===== src/rtl/dff_cmd_ctrl.sv =====
// Command front end for the set/clear/load flip-flop cell: synchronizes and debounces
// three push-buttons, then issues one-hot single-cycle commands plus the load data bit.
module dff_cmd_ctrl #(
  parameter int DB_COUNT = 500000,
  parameter int CNT_W    = 20
) (
  input  logic clk,
  input  logic clr,
  input  logic btn_ld,
  input  logic btn_st,
  input  logic btn_clr,
  input  logic sw_d,
  output logic d_o,
  output logic ld_o,
  output logic st_o,
  output logic clr_o
);

  localparam logic [CNT_W-1:0] CNT_MAX = CNT_W'(DB_COUNT - 1);

  // Bit order in every channel vector: [0]=load, [1]=set, [2]=clear, [3]=data switch.
  logic [3:0] sync_p0, sync_p1;
  logic [2:0] stable_p2, stable_p3;
  logic [2:0] rise;
  logic       win_ld, win_st, win_clr;

  // Stage p0/p1: two-flop synchronizers
  always_ff @(posedge clk or posedge clr) begin
    if (clr) begin
      sync_p0 <= '0;
      sync_p1 <= '0;
    end else begin
      sync_p0 <= {sw_d, btn_clr, btn_st, btn_ld};
      sync_p1 <= sync_p0;
    end
  end

  // Stage p2: per-button debounce
  for (genvar g = 0; g < 3; g++) begin : g_db
    logic [CNT_W-1:0] cnt;
    logic             stable;

    always_ff @(posedge clk or posedge clr) begin
      if (clr) begin
        cnt    <= '0;
        stable <= 1'b0;
      end else if (sync_p1[g] == stable) begin
        cnt <= '0;
      end else if (cnt == CNT_MAX) begin
        stable <= ~stable;
        cnt    <= '0;
      end else begin
        cnt <= cnt + 1'b1;
      end
    end

    assign stable_p2[g] = stable;
  end

  // Rising edges of the debounced buttons, clear beats set beats load
  always_comb begin
    rise    = stable_p2 & ~stable_p3;
    win_clr = 1'b0;
    win_st  = 1'b0;
    win_ld  = 1'b0;
    if (rise[2])      win_clr = 1'b1;
    else if (rise[1]) win_st  = 1'b1;
    else if (rise[0]) win_ld  = 1'b1;
  end

  // Stage p3: edge history and command output register
  always_ff @(posedge clk or posedge clr) begin
    if (clr) begin
      stable_p3 <= '0;
      ld_o      <= 1'b0;
      st_o      <= 1'b0;
      clr_o     <= 1'b0;
      d_o       <= 1'b0;
    end else begin
      stable_p3 <= stable_p2;
      ld_o      <= win_ld;
      st_o      <= win_st;
      clr_o     <= win_clr;
      if (win_ld) d_o <= sync_p1[3];
    end
  end

endmodule


===== config.mk =====
export PLATFORM = sky130hd
export DESIGN_NAME = dff_cmd_ctrl
export DESIGN_NICKNAME = d
export VERILOG_FILES = /design/src/rtl/dff_cmd_ctrl.sv
export SDC_FILE = /design/constraint.sdc
export NUM_CORES = 1
export LEC_CHECK = 0
export CAP_MARGIN = 30
export CORE_ASPECT_RATIO = 0.7
export CORE_UTILIZATION = 46
export CTS_CLUSTER_DIAMETER = 80
export CTS_CLUSTER_SIZE = 40
export DETAILED_ROUTE_END_ITERATION = 10
export MAX_ROUTING_LAYER = met4
export PLACE_DENSITY_LB_ADDON = 0.3
export SLEW_MARGIN = 10
export SYNTH_ARGS = -nofsm -noshare
export SYNTH_HDL_FRONTEND = slang
export SYNTH_SLANG_ARGS = --single-unit

===== constraint.sdc =====
create_clock -name clk -period 3.2 [get_ports clk]
set_input_delay 0.48 -clock clk [delete_from_list [all_inputs] [get_ports clk]]
set_output_delay 0.48 -clock clk [all_outputs]
set_load 0.005 [all_outputs]

* After elaboration in Yosys (flattened, before gate mapping) *
Cells that the tools add are included.

cells by class
  $add $sub $neg = 3
  multipliers = 0
  div/mod/pow operators = 0
  order comparisons = 0
  equality and inequality tests = 6
  shift-type cells = 0
  multiplexer cells = 12
  bitwise operators = 8
  reduce and logical (&&, ||, !) cells = 3

operators by type and width
  kind                     number
  $mux W20                 6
  $add A20 B1 Y20 const B  3
  $eq A20 B19 Y1 const B   3
  $mux W1                  6
  $not A1 Y1               6
  $reduce_and A2 Y1        3
  $and A3 B3 Y3            1
  $eq A1 B1 Y1             3
  $not A3 Y3               1

word-level totals
  register bits after elaboration = 78
  bits in latches = 0
  bits in writable memories = 0
  bits in read-only memories = 0
  input bits = 6
  output and inout bits = 4
  logic and storage cells = 45
  memories kept = 0

* Longest topological paths before layout *
  word-level depth = 5
  mapped depth = 7
  depth with buffers taken out = 5

* Worst setup path after synthesis *
No wires, ideal clock.

  kind = flip-flop to flip-flop
  start point = reg g_db[2].cnt[0]
  end point = reg g_db[2].cnt[16]
  arrival = 1890 ps
  required time = 3122 ps
  slack = 1232 ps
  stages on the path, launching flop included = 7
  buffers on the path = 1
  cell sequence = dfrtp_1 > ha_1 > nand4_2 > or3_1 > clkbuf_2 > or4_1 > a21oi_1

on the way
  longest elaborated chain between the ends = 3
  elaborated cells on any way between the ends = 4
  those cells by class = add/sub: 1; eq/ne: 1; mux: 2

RTL lines
  item                                                      line    RTL
  start: declaration                                        40      logic [CNT_W-1:0] cnt;
  start signal: assignment                                  53      cnt <= cnt + 1'b1;
  $add A20 B1 Y20 / $eq A20 B19 Y1 (equally long branches)  53, 49
  $mux W20 (*)                                              49      end else if (cnt == CNT_MAX) begin
  $mux W20 (*)                                              47      end else if (sync_p1[g] == stable) begin

Every way passes the cells marked *; elsewhere a longest branch is shown, timed or not.
A chain may end at the register's enable or synchronous reset.

* Final worst setup path *
  start point = reg g_db[2].cnt[11]
  end point = reg g_db[2].cnt[7]

on the way
  longest elaborated chain between the ends = 3

RTL lines
  item            line
  $eq A20 B19 Y1  49
  $mux W20        49
  $mux W20        47

No other way between the ends.

==> summary.md <==
| Metric | Value |
|---|---|
| Outcome | `finished clean` |
| Die Area | `8120 um^2` |
| FILL cells | `661` |
| Multi-input combinational cell area | `1520 um^2` |
| Largest net degree at the start of global routing | `58` |
| Die height | `75.7 um` |
| Clk Latency, worst-skew pair | `0.36 ns` |
| Number of flops mapped to enable cells by yosys | `0` |
| Flops & latches, synth | `78` |
| Residual DRC count | `0` |
| Vias | `2,507` |
| Peak VDD IR | `0.421 mV` |
| Startpoint type of the worst setup path | `register` |
| Port Buffers | `9` |
| Initial antenna violation count | `0` |
| Worst R2R Setup Slack | `1.08 ns` |
| Largest family of logic cells by synthesized area | `simple AND/OR/NAND/NOR gates` |
| Area of the core | `7380 um^2` |
| GRT Total Usage | `18.4%` |
| Synthesized cell area | `3570 um^2` |
| DR WL/cell | `14.0 um` |
| Global route total overflow | `0` |
| Worst hold stages | `0` |
| # IOs | `10` |
| Syn-to-layout area delta | `10.0%` |
| Leak | `1.56 nW` |
| Synth cell count leaders | `dfrtp_1 (78), nor2_1 (50), xnor2_1 (29)` |
| CTS Hold Bufs | `0` |
| Mux share of post-synthesis cell area | `1.26%` |
| Reg2reg start | `g_db[2].cnt[11]$_DFF_PP0_` |
| Clk sinks | `78` |
| Crit end category | `register` |
| Crit path buffers/inverters | `0` |
| TNS Setup | `0 ns` |
| Register clock-pin slew on the reported worst setup and hold paths | `0.08 ns` |
| Final setup vio count | `0` |
| Hold_sp | `sync_p0[3]$_DFF_PP0_` |
| Cell chain of the critical path | `or4_1, o41ai_4, nor2_1` |
| DR iter-0 viols | `170` |
| RR Endpoint | `g_db[2].cnt[7]$_DFF_PP0_` |
| Xor/xnor cell area share of the yosys netlist | `9.58%` |
| HPWL after detailed placement | `4.32 mm` |
| Final ANT Viol Nets | `0` |
| Hold endpoint | `sync_p1[3]$_DFF_PP0_` |
| Top post-synthesis cells by area | `dfrtp_1 (55%), xnor2_1 (7.1%), nor2_1 (5.3%)` |
| Depth of the CTS H-tree | `3` |
| Reg area | `1950 um^2` |
| CP Max Fanout | `18` |
| Slowest-stage cell, CP | `o41ai_4` |
| Final min period | `2.12 ns` |
| Post-synthesis simple-gate area fraction | `23.6%` |
| Top_reg_cell synth | `dfrtp_1` |
| Power, Total | `1.71 mW` |
| Antenna Cells | `0` |
| Synth Area in Compound Gates | `7.12%` |
| Syn_area_per_cell | `10.5 um^2` |
| Worst min path class | `reg2reg` |
| Power per cell area | `435 nW/um^2` |
| Slew @ Worst Pin | `0.903 ns` |
| Synth unique cells | `35` |
| Max Transition Viols Final | `0` |
| # nets final | `363` |
| Top Family by Delay on Critical Path | `compound AO/OA/AOI/OAI gates` |
| Cts bufs inserted | `9` |
| Post-Syn Instances | `341` |
| First-pass GRT wire length | `10.6 mm` |
| WHS | `0.349 ns` |
| Max Freq | `471 MHz` |
| Sequential element share of the synthesized area | `54.7%` |
| Endpoints failing hold | `0` |
| Top cell type's share of synthesized area | `54.7%` |
| CTS Buffer Depth | `2` |
| Detail-routed via count per cell | `5.50` |
| Slew headroom | `39.6%` |
| Post-synth ARST share | `100%` |
| Max stage delay on crit path | `0.83 ns` |
| # rows | `26` |
| CTS tree | `done` |
| Routed wire length | `6.37 mm` |
| Syn Nets | `350` |
| Worst Skew | `0.0110 ns` |
| CTS root buf | `clkbuf_8` |
| RSZ-0062 raised after global routing | `false` |
| Initial cell density of the core | `48.3%` |
| Vias in the first global route | `2,135` |
| Worst Path Arrival | `2.32 ns` |
| YS warnings | `0` |
| Setup bufs post-CTS | `0` |
| Share of cells above drive strength 1 | `9.22%` |
| Die X | `107 um` |
| Crit share post-route | `66.4%` |
| CP Class | `reg2reg` |
| Register-to-Register Path Depth | `3` |
| First drt pass iteration count | `4` |
| Post-synthesis adder-cell area fraction | `1.05%` |
| Cell taking the most area after synthesis | `dfrtp_1` |
| Count leader, synth | `dfrtp_1` |
| Crit path required time | `3.40 ns` |
| Gpl congestion | `0.882` |
| Max-cap violations | `0` |
| PostCTS Resize Cnt | `0` |
## layer usage
layer / GRT usage [%] / wire, um
met2: 23.6 / 2700
met5: - / 0
met1: 25.4 / 3330
met4: 5.48 / 57
met3: 8.55 / 286
## worst max path at each step
stage | from | endpoint | cells after the start
after detailed placement | g_db[2].cnt[12]$_DFF_PP0_ | g_db[2].cnt[15]$_DFF_PP0_ | 3
final | g_db[2].cnt[11]$_DFF_PP0_ | g_db[2].cnt[7]$_DFF_PP0_ | 3
after global placement | g_db[2].cnt[12]$_DFF_PP0_ | g_db[2].cnt[3]$_DFF_PP0_ | 3
after floorplan | clr | clr_o$_DFF_PP0_ | 1
after CTS | g_db[2].cnt[12]$_DFF_PP0_ | g_db[2].cnt[7]$_DFF_PP0_ | 3
after global routing | g_db[2].cnt[0]$_DFF_PP0_ | g_db[2].cnt[7]$_DFF_PP0_ | 4
## cells in the final DEF (no fill, tap or decap), drive strengths merged
cell type and count:
or4 14, and3 3, buf 2, nor2 50, a31o 3, nand2 16, dfrtp 78, nand4b 1
nor2b 3, clkbuf 9, nor3 9, xnor2 29, or2 1, mux2 4, nor4 9, inv 13
and2 1, clkinvlp 2, o21ai 7, or3 8, nand4 17, a21oi 18, o41ai 1, or4b 1
clkinv 4, clkdlybuf4s50 9, nand3 18, and4 1, o31ai 9, xor2 10, ha 3, o21bai 1
nor4b 4
## cell type report
| type | count | share of cell area, % |
|---|---|---|
| multi-input combinational | 241 | 38.7 |
| inverter | 13 | 1.28 |
| sequential | 78 | 49.7 |
| clock buffer | 9 | 3.16 |
| timing repair buffer | 11 | 3.00 |
| tap | 98 | 3.13 |
| clock inverter | 6 | 0.989 |
## where the power goes
group	internal, mW	switching, mW	total [mW]
clock	0.275	0.358	0.634
sequential	0.999	0.0122	1.01
combinational	0.0211	0.0416	0.0627
## metrics by stage
stage               area [um^2]  setup slack [ns]  util [%]  instances
floorplan                  3570             0.725         -        341
CTS                        3920              1.02      53.1        456
finish                     3920              1.08      53.1        456
global route               3920             0.880      53.1        456
global placement           3760              1.08      50.9        441
detailed placement         3760              1.05      50.9        441
## kinds of logic (layout without fill, tap and decap cells)
family | count (synthesis) | after routing
buffers and inverters | 22 | 39
flip-flops | 78 | 78
AND/OR/NAND/NOR | 156 | 156
adder cells (fa/ha/maj) | 3 | 3
AO/OA/AOI/OAI | 39 | 39
XOR/XNOR | 39 | 39
multiplexers | 4 | 4
## sequential cells by signal, indices dropped and copies added, names as in the netlist
register,cells
stable_p3,3
clr_o,1
g_db.stable,3
g_db.cnt,60
sync_p0,4
sync_p1,4
d_o,1
ld_o,1
st_o,1
Power figures use the tool's default switching activity.
